===== src/rtl/trb_bus_pkg.sv =====
// Shared definitions for the TRB register bus: widths, completion status codes
// and the initiator FSM state encoding.
package trb_bus_pkg;

   localparam int TRB_ADDR_W = 16;
   localparam int TRB_DATA_W = 32;

   typedef enum logic [1:0] {
      ST_OK      = 2'd0,
      ST_NACK    = 2'd1,
      ST_UNKNOWN = 2'd2,
      ST_TIMEOUT = 2'd3
   } rsp_status_e;

   typedef enum logic [2:0] {
      S_IDLE  = 3'd0,
      S_ISSUE = 3'd1,
      S_WAIT  = 3'd2,
      S_GAP   = 3'd3,
      S_DONE  = 3'd4
   } trb_state_e;

endpackage


===== src/rtl/trb_reg_initiator_if.sv =====
// Command, TRB bus and response signals of the register initiator.
// The master modport is the initiator's view; slave is the environment's.
interface trb_reg_initiator_if;
   import trb_bus_pkg::*;

   logic                  cmd_valid;
   logic                  cmd_ready;
   logic                  cmd_write;
   logic [TRB_ADDR_W-1:0] cmd_addr;
   logic [TRB_DATA_W-1:0] cmd_wdata;

   logic [TRB_DATA_W-1:0] data;
   logic [TRB_ADDR_W-1:0] addr;
   logic                  wr;
   logic                  rd;
   logic [TRB_DATA_W-1:0] rdata;
   logic                  ack;
   logic                  nack;
   logic                  unknown;

   logic                  rsp_valid;
   logic                  rsp_ready;
   logic [1:0]            rsp_status;
   logic [TRB_DATA_W-1:0] rsp_rdata;

   modport master (
      input  cmd_valid, cmd_write, cmd_addr, cmd_wdata,
      input  rdata, ack, nack, unknown,
      input  rsp_ready,
      output cmd_ready,
      output data, addr, wr, rd,
      output rsp_valid, rsp_status, rsp_rdata
   );

   modport slave (
      output cmd_valid, cmd_write, cmd_addr, cmd_wdata,
      output rdata, ack, nack, unknown,
      output rsp_ready,
      input  cmd_ready,
      input  data, addr, wr, rd,
      input  rsp_valid, rsp_status, rsp_rdata
   );

endinterface


===== src/rtl/trb_timeout_counter.sv =====
// Counts WAIT cycles without a response; expired flags the cycle in which the
// count would reach LIMIT, so a response in that same cycle still takes priority.
module trb_timeout_counter #(
   parameter int LIMIT = 16
) (
   input  logic clk,
   input  logic rst,
   input  logic clear,
   input  logic enable,
   output logic expired
);

   localparam logic [7:0] LAST = 8'(LIMIT - 1);

   logic [7:0] count_q;
   logic [7:0] count_d;

   always_comb begin
      count_d = count_q;
      if (clear) begin
         count_d = '0;
      end else if (enable && (count_q != 8'hFF)) begin
         count_d = count_q + 8'd1;
      end
   end

   always_ff @(posedge clk or posedge rst) begin
      if (rst) begin
         count_q <= '0;
      end else begin
         count_q <= count_d;
      end
   end

   assign expired = enable && (count_q == LAST);

endmodule


===== src/rtl/trb_reg_initiator.sv =====
// TRB register bus master: turns one command into a single-strobe register
// transaction with NACK retry and timeout, and reports status plus read data.
module trb_reg_initiator
   import trb_bus_pkg::*;
#(
   parameter int TIMEOUT_CYCLES = 16,
   parameter int MAX_RETRY      = 2
) (
   input  logic                Cclk,
   input  logic                rst,
   trb_reg_initiator_if.master bus,
   output logic                busy,
   output logic [7:0]          stray_cnt
);

   trb_state_e            state_q, state_d;
   logic                  write_q, write_d;
   logic [TRB_ADDR_W-1:0] addr_q, addr_d;
   logic [TRB_DATA_W-1:0] data_q, data_d;
   logic                  wr_q, wr_d;
   logic                  rd_q, rd_d;
   logic [7:0]            retry_q, retry_d;
   logic                  rsp_valid_q, rsp_valid_d;
   rsp_status_e           status_q, status_d;
   logic [TRB_DATA_W-1:0] rdata_q, rdata_d;
   logic [7:0]            stray_q, stray_d;

   logic                  any_rsp;
   logic                  tmo_clear;
   logic                  tmo_en;
   logic                  tmo_expired;

   assign any_rsp = bus.ack | bus.nack | bus.unknown;

   trb_timeout_counter #(
      .LIMIT (TIMEOUT_CYCLES)
   ) u_timeout (
      .clk     (Cclk),
      .rst     (rst),
      .clear   (tmo_clear),
      .enable  (tmo_en),
      .expired (tmo_expired)
   );

   always_comb begin
      state_d     = state_q;
      write_d     = write_q;
      addr_d      = addr_q;
      data_d      = data_q;
      wr_d        = 1'b0;
      rd_d        = 1'b0;
      retry_d     = retry_q;
      rsp_valid_d = rsp_valid_q;
      status_d    = status_q;
      rdata_d     = rdata_q;
      tmo_clear   = 1'b0;
      tmo_en      = 1'b0;

      case (state_q)
         S_IDLE: begin
            if (bus.cmd_valid) begin
               write_d = bus.cmd_write;
               addr_d  = bus.cmd_addr;
               data_d  = bus.cmd_wdata;
               retry_d = '0;
               wr_d    = bus.cmd_write;
               rd_d    = !bus.cmd_write;
               state_d = S_ISSUE;
            end
         end
         S_ISSUE: begin
            tmo_clear = 1'b1;
            state_d   = S_WAIT;
         end
         S_WAIT: begin
            tmo_en = !any_rsp;
            // Priority: unknown > nack > ack > timeout.
            if (bus.unknown) begin
               status_d    = ST_UNKNOWN;
               rdata_d     = '0;
               rsp_valid_d = 1'b1;
               state_d     = S_DONE;
            end else if (bus.nack) begin
               if (retry_q < 8'(MAX_RETRY)) begin
                  retry_d = retry_q + 8'd1;
                  state_d = S_GAP;
               end else begin
                  status_d    = ST_NACK;
                  rdata_d     = '0;
                  rsp_valid_d = 1'b1;
                  state_d     = S_DONE;
               end
            end else if (bus.ack) begin
               status_d    = ST_OK;
               rdata_d     = write_q ? '0 : bus.rdata;
               rsp_valid_d = 1'b1;
               state_d     = S_DONE;
            end else if (tmo_expired) begin
               status_d    = ST_TIMEOUT;
               rdata_d     = '0;
               rsp_valid_d = 1'b1;
               state_d     = S_DONE;
            end
         end
         S_GAP: begin
            wr_d    = write_q;
            rd_d    = !write_q;
            state_d = S_ISSUE;
         end
         S_DONE: begin
            if (bus.rsp_ready) begin
               rsp_valid_d = 1'b0;
               state_d     = S_IDLE;
            end
         end
         default: begin
            state_d = S_IDLE;
         end
      endcase
   end

   always_comb begin
      stray_d = stray_q;
      if ((state_q != S_WAIT) && any_rsp && (stray_q != 8'hFF)) begin
         stray_d = stray_q + 8'd1;
      end
   end

   always_ff @(posedge Cclk or posedge rst) begin
      if (rst) begin
         state_q     <= S_IDLE;
         write_q     <= 1'b0;
         addr_q      <= '0;
         data_q      <= '0;
         wr_q        <= 1'b0;
         rd_q        <= 1'b0;
         retry_q     <= '0;
         rsp_valid_q <= 1'b0;
         status_q    <= ST_OK;
         rdata_q     <= '0;
         stray_q     <= '0;
      end else begin
         state_q     <= state_d;
         write_q     <= write_d;
         addr_q      <= addr_d;
         data_q      <= data_d;
         wr_q        <= wr_d;
         rd_q        <= rd_d;
         retry_q     <= retry_d;
         rsp_valid_q <= rsp_valid_d;
         status_q    <= status_d;
         rdata_q     <= rdata_d;
         stray_q     <= stray_d;
      end
   end

   assign bus.cmd_ready  = (state_q == S_IDLE);
   assign busy           = (state_q != S_IDLE);
   assign bus.addr       = addr_q;
   assign bus.data       = data_q;
   assign bus.wr         = wr_q;
   assign bus.rd         = rd_q;
   assign bus.rsp_valid  = rsp_valid_q;
   assign bus.rsp_status = status_q;
   assign bus.rsp_rdata  = rdata_q;
   assign stray_cnt      = stray_q;

endmodule


===== src/flat_wrapper.sv =====
// flat-port wrapper written by rule: the top's interface ports become plain ports
module trb_reg_initiator_flat import trb_bus_pkg::*;
#(
   parameter int TIMEOUT_CYCLES = 16,
   parameter int MAX_RETRY      = 2
)
  (Cclk, rst, busy, stray_cnt, bus_cmd_valid, bus_cmd_write, bus_cmd_addr, bus_cmd_wdata, bus_rdata, bus_ack, bus_nack, bus_unknown, bus_rsp_ready, bus_cmd_ready, bus_data, bus_addr, bus_wr, bus_rd, bus_rsp_valid, bus_rsp_status, bus_rsp_rdata);
  trb_reg_initiator_if bus_i ();
  input  logic Cclk;
  input  logic rst;
  output logic busy;
  output logic [7:0] stray_cnt;
  input wire logic [$bits(bus_i.cmd_valid)-1:0] bus_cmd_valid;
  input wire logic [$bits(bus_i.cmd_write)-1:0] bus_cmd_write;
  input wire logic [$bits(bus_i.cmd_addr)-1:0] bus_cmd_addr;
  input wire logic [$bits(bus_i.cmd_wdata)-1:0] bus_cmd_wdata;
  input wire logic [$bits(bus_i.rdata)-1:0] bus_rdata;
  input wire logic [$bits(bus_i.ack)-1:0] bus_ack;
  input wire logic [$bits(bus_i.nack)-1:0] bus_nack;
  input wire logic [$bits(bus_i.unknown)-1:0] bus_unknown;
  input wire logic [$bits(bus_i.rsp_ready)-1:0] bus_rsp_ready;
  output wire logic [$bits(bus_i.cmd_ready)-1:0] bus_cmd_ready;
  output wire logic [$bits(bus_i.data)-1:0] bus_data;
  output wire logic [$bits(bus_i.addr)-1:0] bus_addr;
  output wire logic [$bits(bus_i.wr)-1:0] bus_wr;
  output wire logic [$bits(bus_i.rd)-1:0] bus_rd;
  output wire logic [$bits(bus_i.rsp_valid)-1:0] bus_rsp_valid;
  output wire logic [$bits(bus_i.rsp_status)-1:0] bus_rsp_status;
  output wire logic [$bits(bus_i.rsp_rdata)-1:0] bus_rsp_rdata;
  assign bus_i.cmd_valid = bus_cmd_valid;
  assign bus_i.cmd_write = bus_cmd_write;
  assign bus_i.cmd_addr = bus_cmd_addr;
  assign bus_i.cmd_wdata = bus_cmd_wdata;
  assign bus_i.rdata = bus_rdata;
  assign bus_i.ack = bus_ack;
  assign bus_i.nack = bus_nack;
  assign bus_i.unknown = bus_unknown;
  assign bus_i.rsp_ready = bus_rsp_ready;
  assign bus_cmd_ready = bus_i.cmd_ready;
  assign bus_data = bus_i.data;
  assign bus_addr = bus_i.addr;
  assign bus_wr = bus_i.wr;
  assign bus_rd = bus_i.rd;
  assign bus_rsp_valid = bus_i.rsp_valid;
  assign bus_rsp_status = bus_i.rsp_status;
  assign bus_rsp_rdata = bus_i.rsp_rdata;
  trb_reg_initiator #(.TIMEOUT_CYCLES(TIMEOUT_CYCLES), .MAX_RETRY(MAX_RETRY)) u_core (.Cclk(Cclk), .rst(rst), .bus(bus_i), .busy(busy), .stray_cnt(stray_cnt));
endmodule

===== config.mk =====
export PLATFORM = sky130hd
export DESIGN_NAME = trb_reg_initiator_flat
export DESIGN_NICKNAME = d
export VERILOG_FILES = /design/src/rtl/trb_bus_pkg.sv /design/src/rtl/trb_reg_initiator_if.sv /design/src/rtl/trb_timeout_counter.sv /design/src/rtl/trb_reg_initiator.sv /design/src/flat_wrapper.sv
export SDC_FILE = /design/constraint.sdc
export NUM_CORES = 1
export LEC_CHECK = 0
export BUFFER_PORTS_ARGS = -buffer_cell sky130_fd_sc_hd__buf_4
export CORE_MARGIN = 3
export CORE_UTILIZATION = 40
export CTS_CLUSTER_SIZE = 8
export DETAILED_ROUTE_END_ITERATION = 7
export PLACE_DENSITY = 0.71
export SLEW_MARGIN = 20
export SYNTH_ARGS = -nofsm -noshare
export SYNTH_HDL_FRONTEND = slang
export SYNTH_SLANG_ARGS = --single-unit

===== constraint.sdc =====
create_clock -name Cclk -period 8.9 [get_ports Cclk]
set_input_delay 1.335 -clock Cclk [delete_from_list [all_inputs] [get_ports Cclk]]
set_output_delay 1.335 -clock Cclk [all_outputs]
set_load 0.01 [all_outputs]

==> results of run 1 <==
[power by group]
group	switching, mW	internal [mW]	total, mW
Clock	0.227	0.472	0.699
Sequential	0.139	0.706	0.845
Combinational	0.389	0.382	0.772
[flip-flops by register name (all words and copies together), names as in the netlist]
name                      flops
u_core.bus.rd                 1
u_core.u_timeout.count_q      8
u_core.write_q                1
u_core.bus.rsp_valid          1
u_core.stray_cnt              8
u_core.bus.addr              16
u_core.state_q                3
u_core.bus.data              32
u_core.retry_q                8
u_core.bus.wr                 1
u_core.bus.rsp_rdata         32
u_core.bus.rsp_status         2
[worst max-delay path, stage by stage (launching register included)]
cell	delay (ns)
dfrtp_1	0.55
or3_1	0.51
inv_2	0.09
buf_4	0.11
[metrics by stage]
stage          cells  total power [mW]  hold WS, ns  utilization, %  instance area [sq um]
2_1_floorplan    423              1.22        0.455               -                   4490
4_1_cts          756              2.35        0.478            60.4                   6570
5_1_grt          756              2.46        0.500            60.4                   6580
6_report         756              2.32        0.472            60.4                   6580
3_3_place_gp     725              1.61        0.460            54.7                   5960
3_5_place_dp     725              1.63        0.464            54.7                   5960
[metal layers]
layer / up-vias / share of wire [%] / track usage [%]
met1: 1834 / 44 / 25.2
met3: 15 / 8.7 / 7.28
met5: - / 0 / 0
met2: 146 / 46 / 27.9
li1: 1782 / - / -
met4: 0 / 1.2 / 5.93
[how the worst min path moves through the flow]
stage | to | slack (ns) | cells after the start
2_1_floorplan | u_core.retry_q[4]$_DFFE_PP0P_ | 0.45 | 1
3_3_place_gp | u_core.bus.data[23]$_DFFE_PP0P_ | 0.46 | 2
3_5_place_dp | u_core.bus.data[12]$_DFFE_PP0P_ | 0.46 | 2
4_1_cts | u_core.bus.data[12]$_DFFE_PP0P_ | 0.48 | 2
5_1_grt | u_core.bus.data[31]$_DFFE_PP0P_ | 0.50 | 2
6_report | u_core.bus.data[30]$_DFFE_PP0P_ | 0.47 | 2
[cell families after synthesis]
kind of cell | synth area share [%]
adders and majority gates | 0.836
AOI/OAI and AO/OA | 10.8
buffers and inverters | 2.95
and+or+nand+nor | 20.2
muxes | 0.474
xor gates and xnor gates | 1.76
DFF | 63.0
[placed cells by master (no fill, tap or decap), drive strengths merged]
cell	n
xnor2	6
a21oi	6
nor4	3
dfrtp	113
a22o	33
nand2b	3
ha	3
a211o	1
and2	7
o21ai	6
nor3	3
clkinv	5
a32o	1
nor2	12
a311oi	1
o41ai	1
and3	4
o32a	1
clkbuf	20
buf	185
o31ai	3
nand4	3
nor3b	3
o211ai	3
and4	2
inv	5
mux2i	1
clkinvlp	2
a31oi	2
xor2	3
mux2	1
nand3	6
or3	5
nand2	157
nor2b	1
bufinv	4
o2111ai	1
[area by class of cell]
type                       count  area [sq um]  area share, %
clock buffer                  20           455           6.92
clock inverter                11           160           2.43
inverter                       5          21.3          0.323
multi-input combinational    282          1550           23.5
sequential                   113          2830           43.0
tap                          140           175           2.66
timing repair buffer         185          1390           21.2
==> impl_metrics.tcl, run 1 <==
set metrics [dict create \
    outcome "finished clean" \
    track_usage_pct 18.7 \
    postCtsSetupBuffers 0 \
    setup_violations 0 \
    power.static_leakage_nw 3.49 \
    cts_tree "yes" \
    r2r_cells 4 \
    clkLatencyLatePin_ns 0.51 \
    drive_above_1_share_pct 36.9 \
    ir_drop_mv 0.326 \
    drt-total-wl_um 11400 \
    clockBufferDepth 2 \
    setup.worst_path.start "u_core.state_q[0]$_DFFE_PP0P_" \
    grt_pass1_vias 3781 \
    die_h_um 112 \
    nNetsFinal 695 \
    die-area_sq_um 12500 \
    yosys.area.top_type "dfrtp_1" \
    min_period_ns 3.10 \
    synthArstFlopShare_pct 100 \
    yosysSeqAreaShare_pct 63.0 \
    root_buffer "clkbuf_8" \
    critPathCapture "bus_cmd_ready" \
    insertedDiodeCount 0 \
    synth_seq_cells 113 \
    path_max_fanout 13 \
    synth.avg_cell_area_sq_um 10.6 \
    start_kind "flop" \
    fin_tns_setup_ns 0 \
    core_sq_um 10900 \
    via_count 3777 \
    grt_pass1_wl_um 18900 \
    ys_types 43 \
    initial_core_util_pct 41.2 \
    crit_type "reg -> out" \
    synthFlopType "dfrtp_1" \
    max_freq_mhz 323 \
    cts_hold_buf 0 \
    wire_per_inst_um 15.1 \
    critical_path_arrival_ns 1.76 \
    hold_start "u_core.bus.data[30]$_DFFE_PP0P_" \
    r2r_end "u_core.retry_q[1]$_DFFE_PP0P_" \
    slew_viol_final 0 \
    synth.most_common_cell "nand2_1" \
    numCtsBuffers 17 \
    synthToLayoutAreaGrowth_pct 46.5 \
    setup_slack_ns 5.80 \
    rows 38 \
    finClkSkew_ns 0.0102 \
    powerDensity_nw_per_um2 352 \
    synth_nets 514 \
    viasPerCell 5.00 \
    drcViolationCount 0 \
    dp_hpwl_um 7790 \
    synth-edff-count 0 \
    synthTopCellsByCount "nand2_1 (157), dfrtp_1 (113), a22o_1 (33), nor2_1 (12)" \
    io_buffer_count 182 \
    postSynthCellCount 423 \
    hold_viol 0 \
    cap_violations 0 \
    endpoint_kind "output port" \
    grt_remaining_overflow 0 \
    min_period_over_period_pct 34.8 \
    dr.pass1.iters 4 \
    synth.top_cell.area_share_pct 63.0 \
    io_pins 183 \
    netlist_area_sq_um 4490 \
    antenna_left 0 \
    fillCellCount 914 \
    critPathRequiredTime_ns 7.57 \
    r2r_slack_ns 6.61 \
    pre_cts_slack_ns 5.60 \
    ys.warnings.count 0 \
    cts_resized 0 \
    cts_num_sinks 113 \
    cts.clk_slew.worst_paths_ns 0.05 \
    grt_start_max_net_pins 81 \
    synthTopCellsByArea "dfrtp_1 (63%), nand2_1 (13%), a22o_1 (6.4%), xnor2_1 (1.2%), buf_2 (1.1%)" \
    r2r_start "u_core.state_q[0]$_DFFE_PP0P_" \
    gp_congestion 0.817 \
    htreeDepth 4 \
    slew_headroom_pct 32.9 \
    worst-slew-pin-transition_ns 1.00 \
    drt-initial-drc-count 234 \
    hold_class "reg -> reg" \
    die_x_um 112 \
    antenna_found_initial 0 \
    rsz0062_at_grt "no" \
]
No activity file was read; power rests on OpenSTA's default activity.
==> run 2: changes to the inputs <==
clock period = 2.9 ns   (was 8.9 ns; I/O delays follow)
==> run 2 against run 1 <==
Core utilization grew 0.36 points. Via count shrank 1.5%. Sequential cell count is the same. Critical path depth is the same. Routed wire length shrank 0.60%. First-iteration DRC count shrank 15%. Combinational power grew to 3.1 times the previous value. Worst setup slack lost 5.0 ns. Non-clock buffer count grew 3. Global-route usage is essentially flat. Clock-buffer cell count is the same. Critical endpoint unchanged. Largest cell class unchanged.
==> impl_metrics.tcl, run 2 (synthesis gave the netlist of run 1 again) <==
set metrics [dict create \
    worst-path-stages 3 \
    critPathRequiredTime_ns 2.47 \
    min_period_ns 2.14 \
    instances_no_fill 760 \
    outcome "finished clean" \
    hold_class "in -> async" \
    synthToLayoutAreaGrowth_pct 47.4 \
    cts_num_sinks 113 \
    finClkSkew_ns 0.0109 \
    path_cells "or3_1 -> inv_2 -> buf_4" \
    gp_congestion 0.849 \
    slew_viol_final 0 \
    core_sq_um 10900 \
    dr.pass1.iters 5 \
    cpPeakStageDelay_ns 0.52 \
    start_kind "flop" \
    drt-total-wl_um 11400 \
    cts_tree "yes" \
    io_pins 183 \
    insertedDiodeCount 0 \
    initial_core_util_pct 41.2 \
    endpoint_kind "output port" \
    wire_per_inst_um 14.9 \
    postCtsSetupBuffers 0 \
    hold_ws_ns 0.0161 \
    r2r_slack_ns 0.81 \
    antenna_found_initial 0 \
    cts.clk_slew.worst_paths_ns 0.05 \
    track_usage_pct 18.7 \
    via_count 3722 \
    drive_above_1_share_pct 37.1 \
    die-area_sq_um 12500 \
    antenna_left 0 \
    drcViolationCount 0 \
    hold_viol 0 \
    grt_start_max_net_pins 52 \
    final_cell_mix "buf_4 (186), nand2_1 (156), dfrtp_1 (113)" \
    numCtsBuffers 17 \
    rsz0062_at_grt "no" \
    layout_commonest_cell "buf_4" \
    max_freq_mhz 466 \
    r2r_start "u_core.state_q[0]$_DFFE_PP0P_" \
    r2r_end "u_core.bus.data[10]$_DFFE_PP0P_" \
    powerDensity_nw_per_um2 1070 \
    grt_remaining_overflow 0 \
    root_buffer "clkbuf_8" \
    setup.worst_path.start "u_core.state_q[0]$_DFFE_PP0P_" \
    cts_resized 0 \
    grt_pass1_wl_um 18700 \
    slew_headroom_pct 57.9 \
    ir_drop_mv 0.538 \
    critical_path_arrival_ns 1.71 \
    clockBufferDepth 2 \
    rows 38 \
    utilization_pct 60.8 \
    critPathTopFamily "flip-flops" \
    power.static_leakage_nw 3.49 \
    worst-slew-pin-transition_ns 0.630 \
    cp_num_buf_inv 2 \
    critPathCapture "bus_cmd_ready" \
    grt_pass1_vias 3851 \
    dp_hpwl_um 8170 \
    die_x_um 112 \
    cts_hold_buf 0 \
    drt-initial-drc-count 199 \
    htreeDepth 4 \
    viasPerCell 4.90 \
    nNetsFinal 698 \
    die_h_um 112 \
    r2r_cells 6 \
    cpMaxStageDelayCell "dfrtp_1" \
    path_max_fanout 13 \
    fin_tns_setup_ns 0 \
    min_period_over_period_pct 74.0 \
    clkLatencyLatePin_ns 0.51 \
    cap_violations 0 \
    crit_type "reg -> out" \
    dp.cells 728 \
    setup_violations 0 \
    io_buffer_count 182 \
]
==> run 2: cell count changes in the layout (fill, tap and decap cells not counted), sizes merged <==
cell,change
buf,+3
clkinv,-3
clkinvlp,+4
inv,+1
bufinv,-1
==> run 2: how the worst min path moves through the flow <==
stage                                       to  depth (start not counted)
5_1_grt        u_core.bus.data[21]$_DFFE_PP0P_                          2
3_5_place_dp   u_core.bus.addr[10]$_DFFE_PP0P_                          2
4_1_cts        u_core.bus.data[21]$_DFFE_PP0P_                          2
6_report       u_core.bus.addr[14]$_DFFE_PP0P_                          2
2_1_floorplan    u_core.retry_q[4]$_DFFE_PP0P_                          1
3_3_place_gp    u_core.bus.addr[1]$_DFFE_PP0P_                          2
==> run 2: per-layer routing <==
metal | up-vias | GRT usage, % | part of all wire, %
li1 | 1790 | - | -
met2 | 159 | 29.0 | 48
met1 | 1757 | 24.0 | 43
met5 | - | 0 | 0
met3 | 16 | 7.17 | 8.3
met4 | 0 | 6.89 | 1.3
==> run 2: layout make-up <==
cell class / instances / area [sq um]
clock buffer: 20 / 455
tap: 140 / 175
multi-input combinational: 282 / 1550
sequential: 113 / 2830
timing repair buffer: 188 / 1440
fill: 917 / 4270
clock inverter: 12 / 155
inverter: 5 / 22.5
==> run 2: through the flow <==
step | cell area (sq um) | worst slack (ns) | total power, mW
after CTS | 6620 | 0.724 | 7.17
final | 6620 | 0.755 | 7.08
after floorplan | 4490 | 1.09 | 3.75
after global routing | 6620 | 0.630 | 7.56
after global placement | 6010 | 0.943 | 4.96
after detailed placement | 6010 | 0.825 | 5.04
==> run 2: power breakdown <==
group,internal [mW],leakage (nW),switching [mW]
clock network,1.38,0.286,0.716
logic,1.19,1.73,1.20
registers,2.17,1.47,0.426
